**src/rtl/uart_tx_buffered_pkg.sv**
```systemverilog
// Shared definitions for the buffered UART transmitter: parity modes,
// shifter state encodings and the parity helper.
package uart_tx_buffered_pkg;

    localparam int UART_PARITY_NONE = 0;
    localparam int UART_PARITY_EVEN = 1;
    localparam int UART_PARITY_ODD  = 2;

    typedef enum logic [2:0] {
        UART_S_IDLE   = 3'd0,
        UART_S_START  = 3'd1,
        UART_S_DATA   = 3'd2,
        UART_S_PARITY = 3'd3,
        UART_S_STOP   = 3'd4
    } uart_state_e;

    // Parity of a word zero-extended to 8 bits; upper zeros do not change the XOR.
    function automatic logic parity_of(input logic [7:0] data, input int mode);
        parity_of = (mode == UART_PARITY_ODD) ? ~(^data) : (^data);
    endfunction

endpackage

```
**src/rtl/uart_tx_buffered_sync_fifo.sv**
```systemverilog
// Synchronous first-word-fall-through FIFO. rd_data shows the head word
// whenever empty is low. Writes when full and reads when empty are ignored.
module sync_fifo #(
    parameter int WIDTH = 8,
    parameter int DEPTH = 16
) (
    input  logic                       clock,
    input  logic                       reset,
    input  logic                       wr_en,
    input  logic [WIDTH-1:0]           wr_data,
    input  logic                       rd_en,
    output logic [WIDTH-1:0]           rd_data,
    output logic [$clog2(DEPTH+1)-1:0] count,
    output logic                       full,
    output logic                       empty
);

    localparam int AW = $clog2(DEPTH);
    localparam int CW = $clog2(DEPTH+1);

    logic [WIDTH-1:0] mem [DEPTH];
    logic [AW-1:0]    wr_ptr;
    logic [AW-1:0]    rd_ptr;
    logic             do_wr;
    logic             do_rd;

    assign full    = (count == CW'(DEPTH));
    assign empty   = (count == '0);
    assign do_wr   = wr_en && !full;
    assign do_rd   = rd_en && !empty;
    assign rd_data = mem[rd_ptr];

    // Storage array: contents need no reset, validity is tracked by count.
    always_ff @(posedge clock) begin
        if (do_wr) begin
            mem[wr_ptr] <= wr_data;
        end
    end

    // Pointers wrap naturally because DEPTH is a power of two.
    always_ff @(posedge clock) begin
        if (reset) begin
            wr_ptr <= '0;
            rd_ptr <= '0;
            count  <= '0;
        end else begin
            if (do_wr) wr_ptr <= wr_ptr + 1'b1;
            if (do_rd) rd_ptr <= rd_ptr + 1'b1;
            case ({do_wr, do_rd})
                2'b10:   count <= count + 1'b1;
                2'b01:   count <= count - 1'b1;
                default: count <= count;
            endcase
        end
    end

endmodule

```
**src/rtl/uart_tx_buffered.sv**
```systemverilog
// Buffered UART transmitter: FIFO in front of a start/data/parity/stop
// shifter with its own bit timer. The line output is registered.
module uart_tx_buffered
    import uart_tx_buffered_pkg::*;
#(
    parameter int CLKS_PER_BIT = 208,
    parameter int DATA_BITS    = 8,
    parameter int PARITY       = 0,
    parameter int STOP_BITS    = 1,
    parameter int DEPTH        = 16
) (
    input  logic                       clock,
    input  logic                       reset,
    input  logic [DATA_BITS-1:0]       in_data,
    input  logic                       in_valid,
    output logic                       in_ready,
    output logic                       uart_tx,
    output logic                       uart_busy,
    output logic [$clog2(DEPTH+1)-1:0] fifo_count,
    output logic [2:0]                 fsm_state
);

    localparam int            TW         = (CLKS_PER_BIT > 2) ? $clog2(CLKS_PER_BIT) : 1;
    localparam logic [TW-1:0] TICK_LAST  = TW'(CLKS_PER_BIT - 1);
    localparam logic [2:0]    DATA_LAST  = 3'(DATA_BITS - 1);
    localparam logic [2:0]    STOP_LAST  = 3'(STOP_BITS - 1);
    localparam bit            HAS_PARITY = (PARITY != UART_PARITY_NONE);

    uart_state_e          state_q, state_n;
    logic [TW-1:0]        timer_q, timer_n;
    logic [2:0]           bit_q, bit_n;
    logic [DATA_BITS-1:0] shift_q, shift_n;
    logic                 par_q, par_n;
    logic                 tx_q, tx_n;
    logic                 tick;
    logic                 push;
    logic                 pop;
    logic [DATA_BITS-1:0] fifo_rd_data;
    logic                 fifo_full;
    logic                 fifo_empty;
    logic [7:0]           rd_ext;

    // Handshake: a word transfers on a rising edge where in_valid && in_ready;
    // in_ready depends only on FIFO fullness and reset, never on in_valid.
    assign in_ready  = !fifo_full && !reset;
    assign push      = in_valid && in_ready;
    assign tick      = (timer_q == TICK_LAST);
    assign uart_tx   = tx_q;
    assign uart_busy = (state_q != UART_S_IDLE) || !fifo_empty;
    assign fsm_state = state_q;

    sync_fifo #(
        .WIDTH (DATA_BITS),
        .DEPTH (DEPTH)
    ) u_fifo (
        .clock   (clock),
        .reset   (reset),
        .wr_en   (push),
        .wr_data (in_data),
        .rd_en   (pop),
        .rd_data (fifo_rd_data),
        .count   (fifo_count),
        .full    (fifo_full),
        .empty   (fifo_empty)
    );

    // Zero-extend the head word so the parity helper sees a fixed width.
    always_comb begin
        rd_ext                  = '0;
        rd_ext[DATA_BITS-1:0]   = fifo_rd_data;
    end

    // Next-state logic; the line level is derived from the next state so
    // the registered output changes exactly on bit boundaries.
    always_comb begin
        state_n = state_q;
        timer_n = timer_q + 1'b1;
        bit_n   = bit_q;
        shift_n = shift_q;
        par_n   = par_q;
        pop     = 1'b0;
        tx_n    = 1'b1;

        unique case (state_q)
            UART_S_IDLE: begin
                timer_n = '0;
                if (!fifo_empty) begin
                    pop     = 1'b1;
                    state_n = UART_S_START;
                end
            end
            UART_S_START: begin
                if (tick) begin
                    timer_n = '0;
                    bit_n   = '0;
                    state_n = UART_S_DATA;
                end
            end
            UART_S_DATA: begin
                if (tick) begin
                    timer_n = '0;
                    if (bit_q == DATA_LAST) begin
                        bit_n   = '0;
                        state_n = HAS_PARITY ? UART_S_PARITY : UART_S_STOP;
                    end else begin
                        bit_n   = bit_q + 1'b1;
                        shift_n = shift_q >> 1;
                    end
                end
            end
            UART_S_PARITY: begin
                if (tick) begin
                    timer_n = '0;
                    bit_n   = '0;
                    state_n = UART_S_STOP;
                end
            end
            UART_S_STOP: begin
                if (tick) begin
                    timer_n = '0;
                    if (bit_q == STOP_LAST) begin
                        bit_n = '0;
                        if (!fifo_empty) begin
                            pop     = 1'b1;
                            state_n = UART_S_START;
                        end else begin
                            state_n = UART_S_IDLE;
                        end
                    end else begin
                        bit_n = bit_q + 1'b1;
                    end
                end
            end
            default: begin
                timer_n = '0;
                state_n = UART_S_IDLE;
            end
        endcase

        if (pop) begin
            shift_n = fifo_rd_data;
            par_n   = parity_of(rd_ext, PARITY);
        end

        case (state_n)
            UART_S_START:  tx_n = 1'b0;
            UART_S_DATA:   tx_n = shift_n[0];
            UART_S_PARITY: tx_n = par_n;
            default:       tx_n = 1'b1;
        endcase
    end

    // Shifter registers; reset aborts any frame and drives the line idle.
    always_ff @(posedge clock) begin
        if (reset) begin
            state_q <= UART_S_IDLE;
            timer_q <= '0;
            bit_q   <= '0;
            shift_q <= '0;
            par_q   <= 1'b0;
            tx_q    <= 1'b1;
        end else begin
            state_q <= state_n;
            timer_q <= timer_n;
            bit_q   <= bit_n;
            shift_q <= shift_n;
            par_q   <= par_n;
            tx_q    <= tx_n;
        end
    end

endmodule

```
**config.mk**
```make
export PLATFORM = sky130hd
export DESIGN_NAME = uart_tx_buffered
export DESIGN_NICKNAME = d
export VERILOG_FILES = /design/src/rtl/uart_tx_buffered_pkg.sv /design/src/rtl/uart_tx_buffered_sync_fifo.sv /design/src/rtl/uart_tx_buffered.sv
export SDC_FILE = /design/constraint.sdc
export NUM_CORES = 1
export LEC_CHECK = 0
export ABC_AREA = 1
export BUFFER_PORTS_ARGS = -buffer_cell sky130_fd_sc_hd__buf_2
export CAP_MARGIN = 20
export CORE_MARGIN = 2
export CORE_UTILIZATION = 45
export DETAILED_ROUTE_END_ITERATION = 7
export GPL_ROUTABILITY_DRIVEN = 1
export PLACE_DENSITY_LB_ADDON = 0.08
export SLEW_MARGIN = 5
export SYNTH_ARGS = -nofsm -noshare
export SYNTH_HDL_FRONTEND = slang
export SYNTH_SLANG_ARGS = --single-unit
```
**constraint.sdc**
```tcl
create_clock -name clock -period 4.8 [get_ports clock]
set_input_delay 0.96 -clock clock [delete_from_list [all_inputs] [get_ports clock]]
set_output_delay 0.96 -clock clock [all_outputs]
set_load 0.01 [all_outputs]
```
# After elaboration in Yosys (flattened, before gate mapping)

Memories as Yosys holds them, arrays and structs flattened. A register that Yosys moved wholly into a read port is not among the register bits.
Index checks and enable logic that the tools add are counted.

Register bits after elaboration: 37
Bits in latches: 0
Memory bits (writable): 128
ROM bits: 0
Bits of input ports: 11
Output and inout bits: 11
Logic and storage cells: 86
Memories kept: 1

$add $sub $neg: 6
Multiply operators: 0
Divide/modulo/power cells: 0
Magnitude comparators: 0
Eq/ne operators: 16
Shifts and indexed selects: 0
Multiplexer cells: 30
Bitwise logic cells: 1
Reduce and logical (&&, ||, !) cells: 22

Memory list:

| name       | words | width | rd ports | clocked after memory_dff | write ports | RTL line                         | text |
|---|---|---|---|---|---|---|---|
| u_fifo.mem | 16    | 8     | 1        | 1                        | 1           | uart_tx_buffered_sync_fifo.sv:21 | `logic [WIDTH-1:0] mem [DEPTH];` |

Operator list:

| operator              | count |
|---|---|
| $mux W3               | 12 |
| $mux W8               | 4 |
| $pmux W3 S5           | 1 |
| $eq A3 B2 Y1 const B  | 4 |
| $pmux W5 S2           | 1 |
| $pmux W3 S3           | 1 |
| $add A4 B1 Y4 const B | 2 |
| $add A8 B1 Y8 const B | 1 |
| $eq A8 B8 Y1 const B  | 1 |
| $mux W4               | 2 |
| $reduce_xor A8 Y1     | 1 |
| $mux W1               | 7 |
| $eq A3 B1 Y1 const B  | 2 |
| $eq A3 B3 Y1 const B  | 2 |
| $logic_not A3 Y1      | 2 |
| $reduce_bool A2 Y1    | 3 |
| $reduce_bool A3 Y1    | 2 |
| $add A5 B1 Y5 const B | 1 |
| $eq A5 B5 Y1 const B  | 1 |
| $logic_not A5 Y1      | 1 |
| $sub A5 B1 Y5 const B | 1 |
| $logic_and A1 B1 Y1   | 4 |
| $ne A2 B1 Y1 const B  | 2 |
| $ne A2 B2 Y1 const B  | 2 |
| other kinds (13)      | 15 |

# Depth between registers and ports, before layout

Gate-level depths: netlist (run 1).

Word-level depth: 8
Gate-level depth with buffers: 18
Gate-level depth less buffers: 17

# By module

Synthesis (run 1) repeated with hierarchy kept, for this count alone.

Cells, all modules: 695
Area, all modules: 7529.7 um^2

By module, submodules not included:

| module           | instances | cells each | area each (um^2) | seq. area each (um^2) |
|---|---|---|---|---|
| sync_fifo        | 1         | 477        | 6117.1           | 4184.0 |
| uart_tx_buffered | 1         | 218        | 1412.6           | 480.5 |

# Worst setup path before layout (run 1)

OpenSTA, ideal clock, no wires.

Path kind: reg2reg
Start point: register timer_q[0]
End point: register u_fifo.count[4]
Library setup time: 0.070 ns
Arrival: 2.745 ns
Data required time: 4.730 ns
Path slack: 1.985 ns
Stages on the path, launching flop included: 18
Buffers on the path: 1
Period minus slack after synthesis: 2.815 ns
Cell sequence: dfxtp_1 ha_1 nand2_1 nor2_2 nand3_4 o31ai_4 nand3_2 clkinv_2 buf_6 ha_1 xor2_1 ha_1 inv_1 nand2_1 nand2_1 o311ai_0 o21ai_0 a21oi_1

Longest elaborated chain between the ends: 6
Elaborated cells between the ends (all ways): 8
Those cells by class: eq/ne (3); mux (3); reduce/logical (2)

Ends and longest elaborated chain:

| element                                                  | RTL line                         | text |
|---|---|---|
| start: declaration                                       | uart_tx_buffered.sv:30           | `logic [TW-1:0] timer_q, timer_n;` |
| start signal: assignment                                 | uart_tx_buffered.sv:164          | `timer_q <= timer_n;` |
| $eq A8 B8 Y1 (*)                                         | uart_tx_buffered.sv:47           | `assign tick = (timer_q == TICK_LAST);` |
| $mux W1 (*)                                              | uart_tx_buffered.sv:119          | `if (tick) begin` |
| $pmux W1 S2 (*)                                          | uart_tx_buffered.sv:84           | `unique case (state_q)` |
| $logic_and A1 B1 Y1 (*)                                  | uart_tx_buffered_sync_fifo.sv:30 | `assign do_rd = rd_en && !empty;` |
| $eq A2 B1 Y1 / $eq A2 B2 Y1 (equally long branches)      | uart_tx_buffered_sync_fifo.sv:49 | `case ({do_wr, do_rd})` |
| $pmux W5 S2 / $reduce_bool A2 Y1 (equally long branches) | -                                |  |
| end signal: assignment                                   | uart_tx_buffered_sync_fifo.sv:50 | `2'b10: count <= count + 1'b1;` |
| end signal: assignment                                   | uart_tx_buffered_sync_fifo.sv:51 | `2'b01: count <= count - 1'b1;` |
| end signal: assignment                                   | uart_tx_buffered_sync_fifo.sv:52 | `default: count <= count;` |
| end: declaration                                         | uart_tx_buffered_sync_fifo.sv:13 | `output logic [$clog2(DEPTH+1)-1:0] count,` |

Every way passes the cells marked *; elsewhere a longest branch is shown, timed or not.
A chain may end at the register's enable or synchronous reset.

# Final worst setup path (run 1)

Ends and elaborated chain as after synthesis.

==> qor.csv, run 1 <==
metric,value,unit
wl_met3,819,um
hp-class,register to register,
via_per_inst,5.113,
slew_headroom,0.4955,
syn_inst,835,
hold_buffers,0,
h-tree-depth,4,
maxCapViolCount,0,
swShare,0.3571,
antenna_cells,0,
path_clk_slew,0.06,ns
leakagePower,3.577,nW
synth_ff_type,edfxtp_1,
wirelength_met1,8141,um
grt_pass1_vias,5431,
path_class,register to register,
cellPowerDensity,522.6,mW/mm2
grt_max_degree,65,
start_util,0.4630,
avgRoutedWirePerCell,15.93,um
synth-edff-count,128,
post-route-period-util,0.6589,
cts-resized-gates,0,
clock.fmax,316.2,MHz
numCtsBuffers,17,
io_pins,22,
clkPwrFrac,0.297,
dr_wl_met2,8153,um
worst_clock_skew,0.01010,ns
slew_viol_final,0,
critPathLaunchType,register,
worstSkewPairLatency,0.43,ns
routed.top_layer,met4,
numPortBuffers,21,
ctsRootBufferMaster,clkbuf_16,
grt_use_total,0.2025,
p_int,2.856,mW
synthArstFlopShare,0,
arrival,3.52,ns
setup_viol,0,
p_switching,1.587,mW
hold_viol_final,0,
min_period,3.163,ns
grt_pass1_wl,27920,um
place_area,0.007916,mm2
antenna_left,0,
nets,874,
die_x,134.9,um
overflow,0,
die_area,0.01818,mm2
synth.avg_cell_area,9.227,um2
ys_ff_latch,169,
peakVddDrop,0.2693,mV
endpoint_kind,register,
fin_area,0.008502,mm2
seqPwrFrac,0.388,
crit_required,5.16,ns
drt_pass1_iterations,7,
crit_fanout,18,
worstMarginPinSlew,0.7539,ns
final_cell_mix,"nand2_1 (283), edfxtp_1 (128), inv_1 (109)",
syn_nets,858,
cts.path.max_buffers,2,
cts_sinks,169,
final_common_cell,nand2_1,
drcViolationCount,0,
yosysWarnings,0,
cts_setup_buffers,0,
place_congestion,0.8953,
finalSetupTns,0,ns
hpwl,11480,um
drt_wl_total,17270,um
seq_area_frac_synth,0.6054,
coreArea,0.01664,mm2
row_count,47,
combPwrFrac,0.316,
die_h,134.9,um
via_count,5543,
grt_setup_unrepaired,no,
status,finished clean,
cts_tree,yes,
netlist_area,0.007705,mm2
drive_gt1_frac,0.09144,
netlist-cell-type-count,39,
antenna_found_initial,0,
synthToLayoutAreaGrowth,10.34,%
initialDrtViolationCount,366,
-- power by group through the flow --
stage	logic [mW]	registers, mW	clock network (mW)
final	1.40	1.72	1.32
after global routing	1.59	1.73	1.40
after CTS	1.39	1.72	1.34
after detailed placement	1.38	1.75	0
after global placement	1.35	1.75	0
after floorplan	1.07	1.75	0
-- logic make-up after synthesis --
family          Yosys count  share of synthesized area
flops                   169                     0.6054
xor+xnor                  7                   0.007957
fa+ha+maj                12                    0.01949
simple gates            447                     0.2429
compound gates           52                    0.04109
buf+inv                 148                    0.08314
-- cell type report --
| type | count | area (um2) |
|---|---|---|
| Fill cell | 1535 | 8140 |
| Sequential cell | 169 | 4666 |
| Multi-Input combinational cell | 518 | 2400 |
| Inverter | 121 | 455.4 |
| Clock buffer | 20 | 436.7 |
| Tap cell | 220 | 275.3 |
| Timing Repair Buffer | 24 | 140.1 |
| Clock inverter | 12 | 128.9 |
-- per-stage QoR --
stage	util	cells	power (mW)	hold slack [ns]	worst slack, ns
final	0.5109	1084	4.443	0.4532	1.637
after global placement	0.4757	1051	3.098	0.4307	1.466
after CTS	0.5097	1083	4.451	0.4596	1.621
after floorplan	-	835	2.822	0.4179	1.985
after global routing	0.5109	1084	4.720	0.4829	1.212
after detailed placement	0.4757	1051	3.133	0.4445	1.395
-- worst max-delay path: stages, from the launching register on --
cell and delay [ns]:
dfxtp_1 0.35, ha_1 0.17, nand2_1 0.10, nor2_2 0.19
nand3_4 0.15, o31ai_4 0.23, nand3_2 0.15, clkinv_2 0.22
ha_1 0.29, xor2_1 0.22, ha_1 0.18, inv_1 0.04
nand2_1 0.09, nand2_1 0.08, o311ai_0 0.36, o21ai_0 0.12
a21oi_1 0.13
-- Yosys cell counts, drive strengths merged (2+ instances only) --
cell type	n	area [um2]
dfxtp	41	820.8
a22oi	2	15.01
a21oi	16	80.08
nand4	2	12.51
clkbuf	4	15.01
nand2	288	1099
xor2	5	43.79
nor2	55	211.5
o21ai	20	100.1
nor3	10	60.06
ha	12	150.1
buf	23	170.2
a31oi	5	31.28
nand3	88	463.0
edfxtp	128	3844
inv	120	450.4
nor4	2	12.51
xnor2	2	17.52
o32ai	2	17.52
-- registers in the layout (all words and copies together), names as in the netlist, named ones only --
signal	cells
timer_q	8
u_fifo.count	5
uart_tx	1
u_fifo.rd_ptr	4
u_fifo.mem	128
shift_q	8
u_fifo.wr_ptr	4
par_q	1
fsm_state	3
bit_q	3
-- worst paths after layout --
| check | startpoint | end | slack (ns) | cells after the start |
|---|---|---|---|---|
| setup / recovery | timer_q[0] | u_fifo.count[4] | 1.64 | 16 |
| hold / removal | timer_q[0] | timer_q[0] | 0.45 | 1 |
| setup reg to reg | timer_q[0] | u_fifo.count[4] | 1.64 | 16 |
| hold reg to reg | timer_q[0] | timer_q[0] | 0.45 | 1 |
-- routing by layer --
layer | vias up | track usage
met2 | 131 | 0.3226
met4 | 0 | 0.06257
met5 | - | 0
met1 | 2657 | 0.2763
li1 | 2739 | -
met3 | 16 | 0.04805
(Power assumes the default switching activity.)
==> run 2, diff against run 1 <==
Clock period 4.8 ns to 2.8 ns, I/O delays scaled along.
==> qor.csv, run 2 (same netlist as run 1, synthesis figures left out) <==
metric,value,unit,change
p_int,4.919,mW,+72%
die_h,134.9,um,unchanged
synthToLayoutAreaGrowth,13.28,%,
total_power,7.605,mW,+71%
largest_reg_flops,128,,unchanged
peakVddDrop,0.6161,mV,+130%
grt_max_degree,47,,-28%
p_switching,2.686,mW,+69%
seqPwrFrac,0.389,,about the same
start_util,0.4630,,unchanged
worstMarginPinSlew,0.7129,ns,-0.04103 ns
cts_sinks,169,,unchanged
reg2reg_depth,17,,+1
die_area,0.01818,mm2,unchanged
top_register,u_fifo.mem,,
slew_headroom,0.5240,,+0.02852
r2r_end,u_fifo.count[4],,
hp-class,register to register,,
grt_pass1_vias,5252,,-3.3%
clock.fmax,378.9,MHz,+20%
swShare,0.3532,,-0.003944
holdWs,0.4228,ns,-0.03040 ns
grt_pass1_wl,26760,um,-4.2%
maxCapViolCount,0,,unchanged
nets,904,,+3.4%
clkPwrFrac,0.276,,-0.021
min-delay-start,timer_q[0],,
hold_viol_final,0,,unchanged
post-route-period-util,0.9425,,+0.2835
antenna_cells,0,,unchanged
row_count,47,,unchanged
via_per_inst,4.968,,-2.9%
timing.final.ws_setup,0.1611,ns,-1.476 ns
coreArea,0.01664,mm2,unchanged
critPathLaunchType,register,,
cellPowerDensity,871.2,mW/mm2,+67%
ctsRootBufferMaster,clkbuf_16,,
grt_use_total,0.1923,,-0.01023
top_regs,"u_fifo.mem: 128 flops, shift_q: 8 flops, timer_q: 8 flops",,
status,finished clean,,
initialDrtViolationCount,337,,-7.9%
finalSetupTns,0,ns,unchanged
final_common_cell,nand2_1,,
worst_clock_skew,0.005473,ns,-0.004630 ns
fill_cells,1513,,-1.4%
cts.path.max_buffers,2,,unchanged
h-tree-depth,4,,unchanged
r2r-start,timer_q[0],,
combPwrFrac,0.335,,+0.019
hold_buffers,0,,unchanged
setup_viol,0,,unchanged
r2r_setup_slack,0.16,ns,-1.48 ns
min_period,2.639,ns,-0.5241 ns
crit_fanout,4,,-14
place_congestion,0.7914,,-12%
antenna_found_initial,0,,unchanged
arrival,2.95,ns,-0.57 ns
drcViolationCount,0,,unchanged
via_count,5534,,-0.16%
path_clk_slew,0.06,ns,about the same
worstSkewPairLatency,0.43,ns,about the same
numCtsBuffers,17,,unchanged
slew_viol_final,0,,unchanged
die_x,134.9,um,unchanged
drt_wl_total,16420,um,-4.9%
drt_pass1_iterations,5,,-2
avgRoutedWirePerCell,14.74,um,-7.5%
min_path_cells,1,,unchanged
leakagePower,3.727,nW,+4.2%
numPortBuffers,21,,unchanged
final_cell_mix,"nand2_1 (280), edfxtp_1 (128), inv_1 (109)",,
whs_endpoint,timer_q[0],,
pre_cts_ws,-0.008279,ns,-1.403 ns
io_pins,22,,unchanged
crit_required,3.11,ns,-2.05 ns
overflow,0,,unchanged
cts_tree,yes,,
hpwl,10840,um,-5.6%
antenna_left,0,,unchanged
path_class,register to register,,
drive_gt1_frac,0.1309,,+0.03944
endpoint_kind,register,,
[run 2: cell types whose count changed in the layout (fill, tap and decap cells not counted), sizes merged]
cell	before	now
clkinv	5	12
buf	24	54
inv	121	120
bufinv	2	1
clkbuf	20	18
clkinvlp	5	2
[run 2: critical path, stage by stage (launching register included)]
cell      delay, ns
dfxtp_2        0.34
ha_2           0.19
nand2_2        0.09
nor2_4         0.13
nand3_4        0.10
o31ai_4        0.26
nand3_2        0.12
clkinv_2       0.07
ha_2           0.19
xor2_2         0.17
ha_1           0.16
inv_1          0.04
nand2_2        0.09
nand2_2        0.08
o32ai_2        0.12
o311ai_2       0.16
o21ai_1        0.15
a21oi_1        0.05
[run 2: metrics by stage]
stage / area [um2] / utilization / instances
2_1_floorplan: 7705 / - / 835
3_3_place_gp: 8132 / 0.4886 / 1078
3_5_place_dp: 8132 / 0.4886 / 1078
4_1_cts: 8683 / 0.5218 / 1113
5_1_grt: 8728 / 0.5245 / 1114
6_report: 8728 / 0.5245 / 1114
[run 2: per-layer routing]
| layer | vias up | routed length (um) | track usage |
|---|---|---|---|
| met3 | 21 | 493 | 0.04167 |
| met5 | - | 0 | 0 |
| met1 | 2633 | 7881 | 0.2579 |
| met4 | 0 | 326 | 0.06491 |
| li1 | 2793 | - | - |
| met2 | 87 | 7717 | 0.3116 |
[run 2: cell type report]
cell class	count	area (um2)	area share
Clock inverter	14	88.84	0.01018
Inverter	121	455.4	0.05218
Sequential cell	169	4668	0.5348
Tap cell	220	275.3	0.03154
Clock buffer	18	429.2	0.04917
Multi-Input combinational cell	518	2446	0.2802
Timing Repair Buffer	54	365.4	0.04186
[run 2: what timing repair did]
item | in CTS | in global routing
pin swaps | 4 | 4
resized for setup | 5 | 10
endpoints found under the setup margin | 1 | 2
endpoints found under the hold margin | 0 | 0
buffers inserted | 3 | 1
[run 2: worst max path at each step]
stage,slack [ns],startpoint,depth (start not counted),to
finish,0.16,timer_q[0],17,u_fifo.count[4]
global placement,0.14,timer_q[0],17,u_fifo.count[4]
global route,-0.008,timer_q[0],17,u_fifo.count[4]
detailed placement,-0.008,timer_q[0],17,u_fifo.count[4]
CTS,0.007,timer_q[0],17,u_fifo.count[4]
floorplan,0.03,timer_q[0],18,u_fifo.count[4]
[run 2: power groups by stage]
| stage | sequential (mW) | combinational (mW) | clock [mW] |
|---|---|---|---|
| finish | 2.96 | 2.55 | 2.10 |
| floorplan | 3.00 | 1.84 | 0 |
| CTS | 2.95 | 2.50 | 2.13 |
| detailed placement | 3.00 | 2.43 | 0 |
| global placement | 2.99 | 2.36 | 0 |
| global route | 2.97 | 2.90 | 2.24 |
==> run 3, diff against run 2 <==
Clock period 2.8 ns to 3.4 ns, I/O delays scaled along.
==> qor.csv, run 3 (same netlist as run 1, synthesis figures left out) <==
metric,value,unit,change
status,finished clean,,
cts_sinks,169,,unchanged
final_cell_mix,"nand2_1 (283), edfxtp_1 (128), inv_1 (109)",,
clock.fmax,328.8,MHz,-13%
peakVddDrop,0.4216,mV,-32%
overflow,0,,unchanged
setup_viol,0,,unchanged
antenna_cells,0,,unchanged
synthToLayoutAreaGrowth,11.08,%,
start_util,0.4630,,unchanged
io_pins,22,,unchanged
grt_setup_unrepaired,no,,
top_regs,"u_fifo.mem: 128 flops, shift_q: 8 flops, timer_q: 8 flops",,
largest_reg_flops,128,,unchanged
antenna_found_initial,0,,unchanged
via_per_inst,5.006,,+0.78%
worstSkewPairLatency,0.42,ns,about the same
crit_buf_inv,2,,unchanged
post-route-period-util,0.8946,,-0.04784
crit_family,compound AO/OA/AOI/OAI gates,,
grt_use_total,0.2011,,+0.008765
ctsRootBufferMaster,clkbuf_16,,
slowest_stage,dfxtp_1,,
numPortBuffers,21,,unchanged
drcViolationCount,0,,unchanged
drt_wl_total,17270,um,+5.2%
arrival,3.33,ns,+0.38 ns
crit_required,3.69,ns,+0.58 ns
seqCellArea,0.004666,mm2,about the same
leakagePower,3.640,nW,-2.3%
cts-resized-gates,0,,-5
endpoint_kind,register,,
cts_setup_buffers,0,,-3
maxCapViolCount,0,,unchanged
min_period,3.042,ns,+0.4028 ns
grt_pass1_vias,5292,,+0.76%
critPathLaunchType,register,,
slowest_delay,0.36,ns,+0.02 ns
die_h,134.9,um,unchanged
via_count,5492,,-0.76%
hold_buffers,0,,unchanged
cts_tree,yes,,
grt_pass1_wl,27990,um,+4.6%
path_clk_slew,0.06,ns,about the same
slew_viol_final,0,,unchanged
final_common_cell,nand2_1,,
slew_headroom,0.4216,,-0.1024
initialDrtViolationCount,426,,+26%
hp-class,register to register,,
coreArea,0.01664,mm2,unchanged
row_count,47,,unchanged
worst_clock_skew,0.008268,ns,+0.002795 ns
numCtsBuffers,17,,unchanged
finalSetupTns,0,ns,unchanged
crit_path_cell_trace,ha_1 > nand2_1 > nor2_2 > nand3_4 > o31ai_4 > nand3_2 > clkinv_2 > ha_1 > xor2_1 > ha_1 > inv_1 > nand2_1 > nand2_1 > o32ai_1 > o311ai_0 > o21ai_0 > a21oi_1,,
fin_area,0.008558,mm2,-1.9%
die_x,134.9,um,unchanged
grt_max_degree,65,,+38%
hold_viol_final,0,,unchanged
path_class,register to register,,
die_area,0.01818,mm2,unchanged
drt_pass1_iterations,5,,unchanged
multi_input_area,0.002400,mm2,-1.9%
h-tree-depth,4,,unchanged
place_area,0.008056,mm2,-0.92%
fill_cells,1505,,-0.53%
place_congestion,0.9048,,+14%
hpwl,11090,um,+2.3%
top_register,u_fifo.mem,,
cts.path.max_buffers,2,,unchanged
worstMarginPinSlew,0.8643,ns,+0.1514 ns
cellPowerDensity,719.3,mW/mm2,-17%
antenna_left,0,,unchanged
nets,890,,-1.5%
drive_gt1_frac,0.09920,,-0.03167
crit_fanout,7,,+3
avgRoutedWirePerCell,15.74,um,+6.8%
==> run 3: cell types whose count changed in the layout (fill, tap and decap cells not counted), moves of 3 or more <==
cell / change
buf_4: -14
clkbuf_1: +6
clkinv_1: -5
clkinv_2: -3
nand2_1: +3
nand2_2: -3
==> run 3: stage by stage <==
stage / hold slack [ns] / util / power (mW) / instances / worst slack [ns]
floorplan: 0.4179 / - / 3.985 / 835 / 0.5855
finish: 0.4631 / 0.5142 / 6.156 / 1097 / 0.3583
global placement: 0.4296 / 0.4841 / 4.407 / 1068 / 0.5345
CTS: 0.4614 / 0.5142 / 6.194 / 1097 / 0.3822
detailed placement: 0.4482 / 0.4841 / 4.473 / 1068 / 0.4196
global route: 0.4748 / 0.5142 / 6.569 / 1097 / 0.02165
==> run 3: report_power, final <==
group | switching [mW] | leakage (nW) | total, mW | internal [mW]
clock network | 0.721 | 0.239 | 1.71 | 0.989
registers | 0.0796 | 1.49 | 2.43 | 2.35
logic | 1.39 | 1.91 | 2.02 | 0.631
==> run 3: final cells by class <==
class | instances | area share
Inverter | 121 | 0.05322
Timing Repair Buffer | 40 | 0.03041
Tap cell | 220 | 0.03216
Clock inverter | 5 | 0.005848
Multi-Input combinational cell | 518 | 0.2804
Sequential cell | 169 | 0.5452
Clock buffer | 24 | 0.05278
==> run 3: worst paths after layout <==
| path | from | to | slack, ns | depth (start not counted) |
|---|---|---|---|---|
| max | timer_q[0] | u_fifo.count[4] | 0.36 | 17 |
| max reg2reg | timer_q[0] | u_fifo.count[4] | 0.36 | 17 |
| min | timer_q[0] | timer_q[0] | 0.46 | 1 |
| min reg2reg | timer_q[0] | timer_q[0] | 0.46 | 1 |
==> run 3: routing by layer <==
metal | global-route usage | vias up | share of wire | routed length (um)
met5 | 0 | - | 0 | 0
met4 | 0.06257 | 0 | 0.015 | 257
met3 | 0.03604 | 19 | 0.049 | 847
met2 | 0.3204 | 134 | 0.46 | 8014
met1 | 0.2815 | 2575 | 0.47 | 8150
li1 | - | 2764 | - | -
